<file path="config.mk">
export PLATFORM = sky130hd
export DESIGN_NAME = tl_ul_source_arbiter
export DESIGN_NICKNAME = d
export VERILOG_FILES = /design/src/rtl/tl_ul_source_arbiter.sv
export SDC_FILE = /design/constraint.sdc
export NUM_CORES = 1
export LEC_CHECK = 0
export CORE_AREA = 2 2 187 189
export DETAILED_ROUTE_END_ITERATION = 8
export DIE_AREA = 0 0 189 191
export REMOVE_ABC_BUFFERS = 1
export SYNTH_ARGS = -nofsm -noshare
export SYNTH_HDL_FRONTEND = slang
export SYNTH_SLANG_ARGS = --single-unit
</file>
<file path="constraint.sdc">
create_clock -name clock -period 11.1 [get_ports clock]
set_input_delay 2.22 -clock clock [delete_from_list [all_inputs] [get_ports clock]]
set_output_delay 2.22 -clock clock [all_outputs]
set_load 0.01 [all_outputs]
</file>
<file path="src/rtl/tl_ul_source_arbiter.sv">
// Round-robin TL-UL A/D arbiter: NREQ requesters share one channel pair toward the fragmenter.
// Each A message is locked to one grant, and each D response is routed back by the index prefix on its source.
module tl_ul_source_arbiter #(
  parameter int NREQ      = 4,
  parameter int SRC_W     = 3,
  parameter int MAX_OUTST = 4,
  localparam int PW       = $clog2(NREQ)
) (
  input  logic                    clock,
  input  logic                    reset_n,
  input  logic [NREQ-1:0]         req_a_valid,
  output logic [NREQ-1:0]         req_a_ready,
  input  logic [3*NREQ-1:0]       req_a_opcode,
  input  logic [3*NREQ-1:0]       req_a_param,
  input  logic [3*NREQ-1:0]       req_a_size,
  input  logic [SRC_W*NREQ-1:0]   req_a_source,
  input  logic [26*NREQ-1:0]      req_a_address,
  input  logic [4*NREQ-1:0]       req_a_mask,
  input  logic [32*NREQ-1:0]      req_a_data,
  input  logic [NREQ-1:0]         req_a_corrupt,
  output logic [NREQ-1:0]         req_d_valid,
  input  logic [NREQ-1:0]         req_d_ready,
  output logic [2:0]              req_d_opcode,
  output logic [2:0]              req_d_size,
  output logic [SRC_W-1:0]        req_d_source,
  output logic [31:0]             req_d_data,
  output logic                    out_a_valid,
  input  logic                    out_a_ready,
  output logic [2:0]              out_a_opcode,
  output logic [2:0]              out_a_param,
  output logic [2:0]              out_a_size,
  output logic [SRC_W+PW-1:0]     out_a_source,
  output logic [25:0]             out_a_address,
  output logic [3:0]              out_a_mask,
  output logic [31:0]             out_a_data,
  output logic                    out_a_corrupt,
  input  logic                    out_d_valid,
  output logic                    out_d_ready,
  input  logic [2:0]              out_d_opcode,
  input  logic [2:0]              out_d_size,
  input  logic [SRC_W+PW-1:0]     out_d_source,
  input  logic [31:0]             out_d_data,
  output logic                    busy,
  output logic                    dbg_state
);

  // Handshake: a beat transfers on a rising edge where valid && ready; valid never depends on ready
  // and, once raised, holds with stable payload until that transfer.
  typedef enum logic {IDLE = 1'b0, BURST = 1'b1} state_e;

  localparam logic [3:0] MAX_O = 4'(MAX_OUTST);

  state_e          state;
  logic [PW-1:0]   rr_ptr, lock_idx, grant, d_idx;
  logic [5:0]      a_beats_left, d_beats_left, a_beats, d_beats;
  logic [3:0]      outst [NREQ];
  logic [NREQ-1:0] eligible, outst_inc, outst_dec, outst_nz;
  logic            grant_vld, a_fire, a_first, a_last;
  logic            d_hit, d_route, d_fire, d_last;

  logic [2:0]       a_opcode [NREQ];
  logic [2:0]       a_param  [NREQ];
  logic [2:0]       a_size   [NREQ];
  logic [SRC_W-1:0] a_source [NREQ];
  logic [25:0]      a_address[NREQ];
  logic [3:0]       a_mask   [NREQ];
  logic [31:0]      a_data   [NREQ];

  function automatic logic [5:0] msg_beats(input logic multi, input logic [2:0] size);
    msg_beats = (multi && size > 3'd2) ? (6'd1 << (size - 3'd2)) : 6'd1;
  endfunction

  always_comb begin
    for (int i = 0; i < NREQ; i++) begin
      a_opcode[i]  = req_a_opcode[3*i +: 3];
      a_param[i]   = req_a_param[3*i +: 3];
      a_size[i]    = req_a_size[3*i +: 3];
      a_source[i]  = req_a_source[SRC_W*i +: SRC_W];
      a_address[i] = req_a_address[26*i +: 26];
      a_mask[i]    = req_a_mask[4*i +: 4];
      a_data[i]    = req_a_data[32*i +: 32];
      eligible[i]  = req_a_valid[i] && (outst[i] < MAX_O);
      outst_nz[i]  = (outst[i] != 4'd0);
    end
  end

  // Lowest rotation offset from rr_ptr wins; the loop runs downward so that offset is written last.
  always_comb begin
    logic [PW:0] slot;
    slot      = '0;
    grant     = lock_idx;
    grant_vld = 1'b0;
    if (state == BURST) begin
      grant_vld = req_a_valid[lock_idx];
    end else begin
      grant = '0;
      for (int k = NREQ - 1; k >= 0; k--) begin
        slot = {1'b0, rr_ptr} + (PW+1)'(k);
        if (slot >= (PW+1)'(NREQ)) slot = slot - (PW+1)'(NREQ);
        if (eligible[slot[PW-1:0]]) begin
          grant     = slot[PW-1:0];
          grant_vld = 1'b1;
        end
      end
    end
  end

  assign out_a_valid   = reset_n && grant_vld;
  assign out_a_opcode  = a_opcode[grant];
  assign out_a_param   = a_param[grant];
  assign out_a_size    = a_size[grant];
  assign out_a_source  = {grant, a_source[grant]};
  assign out_a_address = a_address[grant];
  assign out_a_mask    = a_mask[grant];
  assign out_a_data    = a_data[grant];
  assign out_a_corrupt = req_a_corrupt[grant];

  assign a_fire  = out_a_valid && out_a_ready;
  assign a_first = (state == IDLE);
  assign a_beats = msg_beats(a_opcode[grant][2:1] == 2'b00, a_size[grant]);
  assign a_last  = a_first ? (a_beats == 6'd1) : (a_beats_left == 6'd1);

  always_comb begin
    req_a_ready        = '0;
    req_a_ready[grant] = a_fire;
  end

  // D beats for a requester with nothing outstanding are swallowed rather than delivered.
  assign d_idx   = out_d_source[SRC_W +: PW];
  assign d_hit   = (int'(d_idx) < NREQ);
  assign d_route = d_hit && outst_nz[d_idx];
  assign d_beats = msg_beats(out_d_opcode == 3'd1, out_d_size);
  assign d_last  = (d_beats_left == 6'd0) ? (d_beats == 6'd1) : (d_beats_left == 6'd1);

  always_comb begin
    req_d_valid = '0;
    if (reset_n && d_route) req_d_valid[d_idx] = out_d_valid;
  end

  assign out_d_ready  = reset_n && (d_route ? req_d_ready[d_idx] : 1'b1);
  assign d_fire       = out_d_valid && out_d_ready;
  assign req_d_opcode = out_d_opcode;
  assign req_d_size   = out_d_size;
  assign req_d_source = out_d_source[SRC_W-1:0];
  assign req_d_data   = out_d_data;

  always_comb begin
    for (int i = 0; i < NREQ; i++) begin
      outst_inc[i] = a_fire && a_first && (grant == PW'(i));
      outst_dec[i] = d_fire && d_last && d_route && (d_idx == PW'(i));
    end
  end

  always_ff @(posedge clock or negedge reset_n) begin
    if (!reset_n) begin
      state        <= IDLE;
      lock_idx     <= '0;
      a_beats_left <= '0;
      rr_ptr       <= '0;
      d_beats_left <= '0;
    end else begin
      if (a_fire) begin
        if (a_first && !a_last) begin
          state        <= BURST;
          lock_idx     <= grant;
          a_beats_left <= a_beats - 6'd1;
        end else if (!a_first) begin
          a_beats_left <= a_beats_left - 6'd1;
          if (a_last) state <= IDLE;
        end
        if (a_last) rr_ptr <= (grant == PW'(NREQ - 1)) ? '0 : grant + 1'b1;
      end
      if (d_fire) d_beats_left <= (d_beats_left == 6'd0) ? d_beats - 6'd1 : d_beats_left - 6'd1;
    end
  end

  always_ff @(posedge clock or negedge reset_n) begin
    if (!reset_n) begin
      for (int i = 0; i < NREQ; i++) outst[i] <= 4'd0;
    end else begin
      for (int i = 0; i < NREQ; i++) begin
        if (outst_inc[i] && !outst_dec[i]) outst[i] <= outst[i] + 4'd1;
        else if (outst_dec[i] && !outst_inc[i]) outst[i] <= outst[i] - 4'd1;
      end
    end
  end

  assign busy      = reset_n && ((state == BURST) || (|outst_nz));
  assign dbg_state = state;

  a_no_d_underflow: assert property (@(posedge clock) disable iff (!reset_n)
    (out_d_valid && d_hit) |-> outst_nz[d_idx]);

endmodule

</file>
* Word level (Yosys, flattened, before mapping)
Cells that the tools add are included.
** Word-level totals
- Bits in registers :: 33
- Output and inout bits :: 130
- Input bits :: 355
** Cells by class
- Shift operators :: 2
- Mux-type cells :: 80
- $add $sub $neg :: 22
- Reduce and logical (&&, ||, !) cells :: 61
- Equality and inequality tests :: 11
- Magnitude comparators :: 20
- Bitwise logic cells :: 4
** Operators by type and width (number)
- binary-select mux 32 bit (select 2 bit) :: 1
- 2-to-1 mux 32 bit :: 2
- binary-select mux 26 bit (select 2 bit) :: 1
- 2-to-1 mux 26 bit :: 2
- 2-to-1 mux 4 bit :: 11
- logical AND 1 bit :: 34
- 2-to-1 mux 6 bit :: 5
- 2-to-1 mux 2 bit :: 14
- binary-select mux 3 bit (select 2 bit) :: 4
- equality test 6 x 1 -> 1 bit, second input constant :: 4
- 2-to-1 mux 3 bit :: 8
- subtractor 6 x 1 -> 6 bit, second input constant :: 4
- less-than comparator 2 x 3 -> 1 bit, second input constant :: 7
- 2-to-1 mux 1 bit :: 21
- adder 4 x 1 -> 4 bit, second input constant :: 4
- binary-select mux 1 bit (select 2 bit) :: 8
- less-than comparator 4 x 3 -> 1 bit, second input constant :: 4
- nonzero test 4 bit :: 4
- subtractor 4 x 1 -> 4 bit, second input constant :: 4
- greater-or-equal comparator 3 bit, second input constant :: 4
- left shift 1 x 3 -> 6 bit, first input constant :: 2
- nonzero test 2 bit :: 5
- logical NOT 1 bit :: 9
- bitwise AND 4 bit :: 2
- 20 further kinds :: 36

* Depth between registers and ports, before layout
Gate-level depths: netlist of the first run.
- Word-level depth :: 24
- Depth in mapped cells :: 19
- Gate-level depth less buffers :: 18

* Least setup slack after synthesis of the first run
OpenSTA, ideal clock, no wires.
- Kind :: input to output
- From :: in req_a_valid[2]
- To :: out out_a_data[13]
- Stages on the path :: 11
- Required time :: 8.880 ns
- Arrival time :: 4.429 ns
- Path slack :: 4.451 ns
- Path through :: nor3b_4 a211oi_1 or4_1 and3_4 inv_4 buf_6 clkbuf_1 clkbuf_1 nand2_1 and3_1 a31oi_1
** On the way
- Cells in the longest elaborated chain, start to end :: 12
** RTL lines
- start, declared :: RTL line 11 : input logic [NREQ-1:0] req_a_valid,
- logical AND 1 bit * :: RTL line 82 : eligible[i] = req_a_valid[i] && (outst[i] < MAX_O);
- binary-select mux 1 bit (select 2 bit) :: RTL line 100 : if (eligible[slot[PW-1:0]]) begin
- 2-to-1 mux 1 bit (implied by the code) :: RTL line 100
- 2-to-1 mux 2 bit (3 in series) :: RTL line 100
- 2-to-1 mux 2 bit * :: RTL line 100
- 2-to-1 mux 2 bit * :: RTL line 93 : if (state == BURST) begin
- NOT 2 -> 3 bit (implied by the code) * :: RTL line 115 : assign out_a_data = a_data[grant];
- binary-select mux 32 bit (select 2 bit) * :: RTL line 115
- 2-to-1 mux 32 bit (implied by the code) * (2 in series) :: RTL line 115
- end, declared :: RTL line 35 : output logic [31:0] out_a_data,
Every way passes the cells marked *; elsewhere a longest branch is shown, timed or not. The select of a mux whose other input is x is not followed.

* Final worst setup path of the first run
- From :: in req_a_valid[2]
- To :: out out_a_param[0]
** On the way
- Cells in the longest elaborated chain, start to end :: 12
** RTL lines
- logical AND 1 bit * :: RTL line 82
- binary-select mux 1 bit (select 2 bit) :: RTL line 100
- 2-to-1 mux 1 bit (implied by the code) :: RTL line 100
- 2-to-1 mux 2 bit (3 in series) :: RTL line 100
- 2-to-1 mux 2 bit * :: RTL line 100
- 2-to-1 mux 2 bit * :: RTL line 93
- NOT 2 -> 3 bit (implied by the code) * :: RTL line 110 : assign out_a_param = a_param[grant];
- binary-select mux 3 bit (select 2 bit) * :: RTL line 110
- 2-to-1 mux 3 bit (implied by the code) * (2 in series) :: RTL line 110
- end, declared :: RTL line 30 : output logic [2:0] out_a_param,
Marks and branches as above.

==> results_dict.tcl, run 1 <==
set metrics [dict create \
    status "completed" \
    yosys.area.top_type "nand2_1" \
    crit_path_end_kind "output pin" \
    die_w_um 189 \
    path_max_fanout 83 \
    ant_nets 0 \
    instances_no_fill 1614 \
    p_comb_share_pct 73.0 \
    drt_iter0_markers 436 \
    cts_made_buffers 5 \
    crit_type "input port to output pin" \
    synthToLayoutAreaGrowth_pct 83.6 \
    n_antenna_cell 0 \
    yosysWarnings 0 \
    vdd_ir_drop_max_v 0.0000672 \
    cts_max_path_buffers 2 \
    routed_wl_um 30100 \
    wl_per_cell_um 18.7 \
    dieArea_um2 36100 \
    drt_drc_violations_left 0 \
    hold_class "flop to flop" \
    switching_share_pct 43.3 \
    clkPwrFrac_pct 11.7 \
    hold_buffers 0 \
    track_usage_pct 15.3 \
    via_count 7065 \
    finalWorstSetupSlack_ns 2.55 \
    die_y_um 191 \
    setup_tns_ns 0 \
    grt_first_pass_wirelength_um 42600 \
    synth_area_per_cell_um2 6.40 \
    place_ws_ns 2.52 \
    drive_gt1_share_pct 3.28 \
    clock_sinks 33 \
    rows 68 \
    stdcell_area_um2 9720 \
    p_per_area_nw_per_um2 144 \
    cp_data_arrival_time_ns 6.33 \
    postSynthCellCount 828 \
    drv_cap 0 \
    period_needed_ns 8.55 \
    antenna_found_initial 3 \
    post_cts_buffers 0 \
    hold_viol 0 \
    synth_flop_cell "dfrtp_1" \
    synth.cell_area_um2 5300 \
    final_max_slew_viol_count 0 \
    hold_ws_ns 0.509 \
    fmax_ghz 0.117 \
    io_buffer_count 414 \
    tightest_slew_ns 0.988 \
    netlist.area_leader.share_pct 21.5 \
    required_ns 8.88 \
    hpwl_um 24300 \
    post-route-period-util_pct 77.0 \
    dp.cells 1606 \
    place.gp.congestion 0.851 \
    io_pins 485 \
    synth_edf_count 0 \
    grt-ovfl-total 0 \
    core_um2 34100 \
    synth-seq-cells 33 \
    report.final.setup_viol 0 \
    n_fill_cell 3692 \
    dpl_cell_area_um2 9550 \
    start_util_pct 15.5 \
    async_flop_share_pct 100 \
    vias_per_cell 4.38 \
    p_leak_nw 4.02 \
    post_cts_resized 0 \
    clkLatencyLatePin_ns 0.28 \
    yosysSeqAreaShare_pct 15.6 \
    root_buffer "clkbuf_16" \
    p_total_mw 1.40 \
    ys_top_cells_by_area "nand2_1 (21%), dfrtp_1 (16%), a31oi_1 (8.9%)" \
    rsz0062_at_grt "no" \
    cts_tree "done" \
    post-route-util_pct 28.5 \
    slew_headroom_pct 34.1 \
    grt_pass1_vias 6845 \
    grt_max_degree 84 \
    clkSlewWorstSetupHoldPaths_ns 0.06 \
    startpoint_type "input port" \
    pwr-share-seq_pct 15.3 \
    nNetsFinal 1542 \
    skew_ns 0.00654 \
    dr.pass1.iters 5 \
    power.switching_mw 0.608 \
    synth_cell_types 60 \
    p_int_mw 0.796 \
    htreeDepth 2 \
]
==> cell type report <==
type	count	area, um2	share of cell area (%)
Timing Repair Buffer	420	4200	43.2
Clock buffer	6	139	1.43
Clock inverter	2	37.5	0.386
Multi-Input combinational cell	675	3860	39.7
Inverter	23	88.8	0.914
Tap cell	455	569	5.86
Sequential cell	33	826	8.49
==> layout by cell type, fill, tap and decap left out, drive strengths merged, types with 11 or more instances in the layout <==
master	n
inv	23
clkdlybuf4s50	414
a21oi	18
mux2i	12
ha	25
o21ai	17
nand3	11
nor2	23
nand2	303
dfrtp	33
a31oi	75
xnor2	14
and2	11
and3	75
==> flip-flops by register name, summed over array words and instances, names as in the netlist <==
name and cells:
outst 16, a_beats_left 6, d_beats_left 6, lock_idx 2, rr_ptr 2, dbg_state 1
==> logic make-up (layout without fill, tap and decap cells) <==
family          after synthesis  count (layout)  share of synthesized area [%]
simple gates                464             464                           40.0
compound gates              142             142                           17.4
xor+xnor                     18              18                           2.98
fa+ha+maj                    29              29                           7.42
mux                          22              22                           4.82
flops                        33              33                           15.6
buf+inv                     120             451                           11.7
==> critical path, stage by stage <==
cell and delay, ns:
clkdlybuf4s50_1 0.48, nor3b_4 0.27, a211oi_1 0.10, or4_1 0.50, and3_4 0.43, inv_4 0.69, buf_12 0.39, nand2_1 0.10
and3_1 0.18, a31oi_1 0.24, clkdlybuf4s50_1 0.62
==> synth_stat cells (3+ instances only) <==
library cell / count
o21ai_0: 15
a21o_1: 5
nor3_1: 8
nand2_1: 303
xnor2_1: 14
mux2_2: 6
nor3b_1: 5
dfrtp_1: 33
nor2_1: 23
mux2i_1: 12
a21oi_1: 18
clkbuf_1: 53
nand3_1: 11
ha_1: 25
a211oi_1: 5
and2_1: 10
or2_2: 3
nor4_1: 4
or4_1: 5
buf_4: 41
fa_1: 4
nand2b_1: 3
xor2_1: 4
and3_1: 74
a31oi_1: 75
inv_1: 21
==> routing by layer <==
layer | global-route usage (%) | up-vias | wire length, um
met4 | 1.59 | 0 | 276
met3 | 4.50 | 23 | 2470
met5 | 0 | - | 0
met1 | 19.1 | 3237 | 12800
li1 | - | 3472 | -
met2 | 26.7 | 333 | 14600
==> power by group through the flow <==
stage / clock [mW] / sequential (mW) / combinational [mW]
after floorplan: 0 / 0.199 / 0.511
after global placement: 0 / 0.215 / 1.02
after detailed placement: 0 / 0.217 / 1.03
after CTS: 0.168 / 0.214 / 1.03
after global routing: 0.174 / 0.223 / 1.12
final: 0.165 / 0.215 / 1.02
==> worst paths after layout <==
path,startpoint,endpoint,slack [ns],depth (start not counted)
max,req_a_valid[2],out_a_param[0],2.55,11
min,d_beats_left[1],d_beats_left[1],0.51,2
max reg2reg,outst[3],rr_ptr[1],6.24,13
min reg2reg,d_beats_left[1],d_beats_left[1],0.51,2
max in group asynchronous,reset_n,outst[10],8.36,2
min in group asynchronous,reset_n,a_beats_left[4],2.38,2
Note: power is estimated with default switching activity, not from simulation.
==> run 2: changes to the inputs <==
Clock period 11.1 ns to 8.2 ns, I/O delays scaled along.
==> results_dict.tcl, run 2 (synthesis gave the netlist of run 1 again) <==
set metrics [dict create \
    power.switching_mw 0.821 \
    p_total_mw 1.90 \
    routed_wl_um 30100 \
    skew_ns 0.00888 \
    place.gp.congestion 0.878 \
    p_leak_nw 4.03 \
    pwr-share-seq_pct 15.3 \
    hold_viol 0 \
    drt_drc_violations_left 0 \
    drive_gt1_share_pct 3.45 \
    core_um2 34100 \
    fmax_ghz 0.150 \
    tightest_slew_ns 1.22 \
    post-route-period-util_pct 81.2 \
    final_max_slew_viol_count 0 \
    stdcell_area_um2 9740 \
    rsz0062_at_grt "no" \
    hpwl_um 24500 \
    cp_cell_sequence "clkdlybuf4s50_1 > nor3b_1 > o21ai_1 > a21oi_1 > o31ai_4 > inv_2 > buf_4 > and3_1 > a31oi_1 > clkdlybuf4s50_1" \
    startpoint_type "input port" \
    hold_buffers 0 \
    crit_type "input port to output pin" \
    htreeDepth 2 \
    setup_tns_ns 0 \
    start_util_pct 15.5 \
    p_int_mw 1.07 \
    io_pins 485 \
    cts_made_buffers 5 \
    final_common_cell "clkdlybuf4s50_1" \
    period_needed_ns 6.66 \
    clock_sinks 33 \
    hold_ws_ns 0.515 \
    report.final.setup_viol 0 \
    grt-ovfl-total 0 \
    cp_data_arrival_time_ns 5.02 \
    n_fill_cell 3679 \
    largest_register_ffs 16 \
    reg.largest.list "outst x16, a_beats_left x6, d_beats_left x6" \
    critPathMaxStageDelay_ns 0.63 \
    status "completed" \
    die_y_um 191 \
    cts_max_path_buffers 2 \
    p_per_area_nw_per_um2 194 \
    dieArea_um2 36100 \
    post_cts_resized 0 \
    hold_class "flop to flop" \
    grt_max_degree 148 \
    p_comb_share_pct 73.7 \
    grt_first_pass_wirelength_um 43000 \
    top_register "outst" \
    slew_headroom_pct 16.7 \
    regArea_um2 826 \
    multi_input_area_um2 3860 \
    clkPwrFrac_pct 11.0 \
    rows 68 \
    dpl_cell_area_um2 9580 \
    post-route-util_pct 28.6 \
    wl_per_cell_um 18.6 \
    crit_path_top_delay_cell "inv_2" \
    synthToLayoutAreaGrowth_pct 84.0 \
    switching_share_pct 43.3 \
    vias_per_cell 4.46 \
    die_w_um 189 \
    crit_path_frequent_cell "clkdlybuf4s50_1" \
    cts_tree "done" \
    critPathBufInv 4 \
    required_ns 6.56 \
    nNetsFinal 1545 \
    clkLatencyLatePin_ns 0.27 \
    io_buffer_count 414 \
    via_count 7214 \
    ant_nets 0 \
    path_max_fanout 45 \
    post_cts_buffers 0 \
    crit_family "buffers and inverters" \
    track_usage_pct 15.3 \
    root_buffer "clkbuf_16" \
    grt_pass1_vias 6955 \
    final_cell_mix "clkdlybuf4s50_1 (414), nand2_1 (303), a31oi_1 (75), and3_1 (74), dfrtp_1 (33)" \
    vdd_ir_drop_max_v 0.000118 \
    dr.pass1.iters 5 \
    drt_iter0_markers 442 \
    crit_path_end_kind "output pin" \
    antenna_found_initial 5 \
    clkSlewWorstSetupHoldPaths_ns 0.06 \
    drv_cap 0 \
]
-- run 2: worst register-to-register path, stage by stage (launching register included) --
cell	delay, ns
dfrtp_1	0.46
nor3b_4	0.30
a211oi_1	0.11
or4_1	0.49
and3_4	0.21
inv_4	0.33
buf_4	0.32
mux2i_1	0.20
mux2i_1	0.15
and2_1	0.26
o21ai_1	0.19
ha_1	0.20
inv_1	0.07
a2111oi_0	0.40
a31oi_1	0.18
mux2_1	0.36
-- run 2: routing by layer --
layer	GRT usage [%]	part of all wire (%)	routed length, um	up-vias
met2	26.1	48	14600	316
met4	2.04	1.3	403	0
li1	-	-	-	3481
met3	4.44	8.4	2530	28
met5	0	0	0	-
met1	19.6	42	12600	3389
-- run 2: final timing paths --
check / from / to / slack, ns / cells after the start
max: req_a_valid[1] / out_a_address[10] / 1.54 / 10
min: d_beats_left[1] / d_beats_left[1] / 0.51 / 2
max reg2reg: outst[6] / rr_ptr[1] / 3.86 / 15
min reg2reg: d_beats_left[1] / d_beats_left[1] / 0.51 / 2
max in group asynchronous: reset_n / lock_idx[0] / 5.62 / 2
min in group asynchronous: reset_n / outst[8] / 1.78 / 1
-- run 2: stage by stage --
stage / std cells / worst slack (ns)
5_1_grt: 1617 / 1.31
3_3_place_gp: 1609 / 1.55
3_5_place_dp: 1609 / 1.54
2_1_floorplan: 731 / -3.07
6_report: 1617 / 1.54
4_1_cts: 1616 / 1.53
-- run 2: layout make-up --
cell class	instances	share of cell area (%)
multi-input cells	675	39.6
well taps	455	5.84
diodes	1	0.0257
clock buffers	5	1.28
flip-flops and latches	33	8.47
repair buffers	423	43.5
inverters	23	0.912
clock inverters	2	0.360
-- run 2: power by group through the flow --
stage               Combinational, mW  Sequential (mW)  Clock [mW]
floorplan                       0.692            0.269           0
global placement                 1.39            0.290           0
detailed placement               1.40            0.292           0
CTS                              1.41            0.290       0.212
global route                     1.53            0.302       0.219
finish                           1.40            0.289       0.209
==> run 3: changes to the inputs <==
Settings changed: CORE_AREA 2 2 187 189 to 2 2 191 193, DIE_AREA 0 0 189 191 to 0 0 193 195.
Clock period 8.2 ns to 6 ns, I/O delays scaled along.
==> results_dict.tcl, run 3 (synthesis gave the netlist of run 1 again) <==
set metrics [dict create \
    post-route-period-util_pct 93.5 \
    status "completed" \
    die_y_um 195 \
    via_count 7111 \
    rows 69 \
    ant_nets 0 \
    tightest_slew_ns 1.29 \
    largest_register_ffs 16 \
    drt_drc_violations_left 0 \
    cts_tree "done" \
    vdd_ir_drop_max_v 0.000125 \
    crit_family "buffers and inverters" \
    vias_per_cell 4.36 \
    clock_sinks 33 \
    pwr-share-seq_pct 14.8 \
    drt_iter0_markers 340 \
    n_fill_cell 3824 \
    final_max_slew_viol_count 0 \
    io_pins 485 \
    crit_type "input port to output pin" \
    antenna_found_initial 7 \
    critPathBufInv 3 \
    dr.pass1.iters 5 \
    final_cell_mix "clkdlybuf4s50_1 (413), nand2_1 (303), a31oi_1 (75), and3_1 (74), dfrtp_1 (33)" \
    r2r-start "outst[11]" \
    hold_buffers 0 \
    p_int_mw 1.54 \
    period_needed_ns 5.61 \
    cp_cell_sequence "clkdlybuf4s50_1 > or3b_1 > a211oi_1 > or4_1 > and3_4 > buf_12 > nand2_1 > and3_1 > a31oi_1 > clkdlybuf4s50_1" \
    final_common_cell "clkdlybuf4s50_1" \
    die_w_um 193 \
    post_cts_buffers 0 \
    setup_tns_ns 0 \
    hold_class "flop to flop" \
    report.final.setup_viol 0 \
    start_util_pct 15.0 \
    grt_pass1_vias 6887 \
    htreeDepth 2 \
    p_leak_nw 4.09 \
    place_ws_ns 0.364 \
    hold_viol 0 \
    met2_usage_pct 24.2 \
    reg.largest.list "outst x16, a_beats_left x6, d_beats_left x6" \
    drive_gt1_share_pct 4.11 \
    clkPwrFrac_pct 12.6 \
    top_register "outst" \
    grt-ovfl-total 0 \
    clkLatencyLatePin_ns 0.28 \
    p_per_area_nw_per_um2 269 \
    grt_max_degree 148 \
    min_from "d_beats_left[1]" \
    gr-max-usage-layer "met2" \
    io_buffer_count 414 \
    root_buffer "clkbuf_16" \
    wl_per_cell_um 17.8 \
    hpwl_um 23300 \
    crit_path_top_delay_cell "clkdlybuf4s50_1" \
    nNetsFinal 1551 \
    p_comb_share_pct 72.5 \
    slew_headroom_pct 11.8 \
    fmax_ghz 0.178 \
    cts_max_path_buffers 2 \
    clkSlewWorstSetupHoldPaths_ns 0.06 \
    core_um2 35400 \
    power.switching_mw 1.11 \
    dieArea_um2 37600 \
    crit_path_frequent_cell "clkdlybuf4s50_1" \
    required_ns 4.80 \
    path_max_fanout 147 \
    drv_cap 0 \
    use_met1_pct 16.8 \
    cts_made_buffers 5 \
    crit_path_end_kind "output pin" \
    gr-usage-met3_pct 4.69 \
    cp_data_arrival_time_ns 4.41 \
    synthToLayoutAreaGrowth_pct 86.2 \
    post_cts_resized 0 \
    startpoint_type "input port" \
    routed_wl_um 29000 \
    critPathMaxStageDelay_ns 0.56 \
    finalWorstSetupSlack_ns 0.392 \
    place.gp.congestion 0.947 \
    grt_first_pass_wirelength_um 40800 \
    skew_ns 0.00484 \
    switching_share_pct 42.0 \
    rsz0062_at_grt "no" \
    track_usage_pct 14.2 \
    crit_start "req_a_valid[1]" \
]
## run 3: changes by cell type in the layout (fill, tap and decap cells not counted)
| cell | change |
|---|---|
| buf_4 | +3 |
| buf_2 | +1 |
| bufinv_16 | +1 |
| buf_12 | +3 |
| clkdlybuf4s50_1 | -1 |
| diode_2 | +1 |
## run 3: power by group through the flow
stage                     Combinational (mW)  Clock (mW)  Sequential, mW
final                                   1.92       0.335           0.393
after global routing                    2.11       0.352           0.407
after CTS                               1.95       0.342           0.392
after detailed placement                1.94           0           0.395
after global placement                  1.92           0           0.393
after floorplan                        0.946           0           0.368
## run 3: worst register-to-register path, delay by kind of cell, from the launching register on
family | cells | cell delay [ns]
AND/OR/NAND/NOR | 4 | 0.98
multiplexers | 3 | 0.98
adder cells (fa/ha/maj) | 1 | 0.19
flip-flops | 1 | 0.42
AO/OA/AOI/OAI | 4 | 0.96
buffers and inverters | 3 | 0.62
## run 3: worst paths after layout
| kind | end | slack (ns) | cells past startpoint |
|---|---|---|---|
| min in group asynchronous | a_beats_left[3] | 1.05 | 2 |
| worst max register to register | rr_ptr[1] | 1.73 | 15 |
| worst min register to register | d_beats_left[1] | 0.52 | 2 |
| max in group asynchronous | outst[4] | 4.60 | 2 |
| worst min-delay path | d_beats_left[1] | 0.52 | 2 |
| worst max-delay path | out_a_param[1] | 0.39 | 10 |
## run 3: final cells by class
class / instances / area (um2) / area share (%)
timing repair buffer: 429 / 4310 / 43.7
multi-input combinational: 675 / 3860 / 39.2
sequential: 33 / 826 / 8.37
tap: 461 / 577 / 5.85
clock buffer: 5 / 125 / 1.27
inverter: 23 / 88.8 / 0.901
clock inverter: 3 / 65.1 / 0.660
antenna: 2 / 5.00 / 0.0507
## run 3: per-stage QoR
stage               hold WS [ns]  util, %  std cells  area (um2)  power, mW
floorplan                  0.470        -        731        4760       1.31
global placement           0.498     27.3       1621        9670       2.31
detailed placement         0.512     27.3       1621        9670       2.33
CTS                        0.525     27.8       1629        9860       2.68
global route               0.560     27.9       1631        9860       2.87
finish                     0.523     27.9       1631        9860       2.65
## run 3: per-layer routing
layer  share of wire, %  wire length [um]
met2                 48             13900
met1                 39             11400
met5               0.29                85
met3                 10              3000
met4                2.1               618
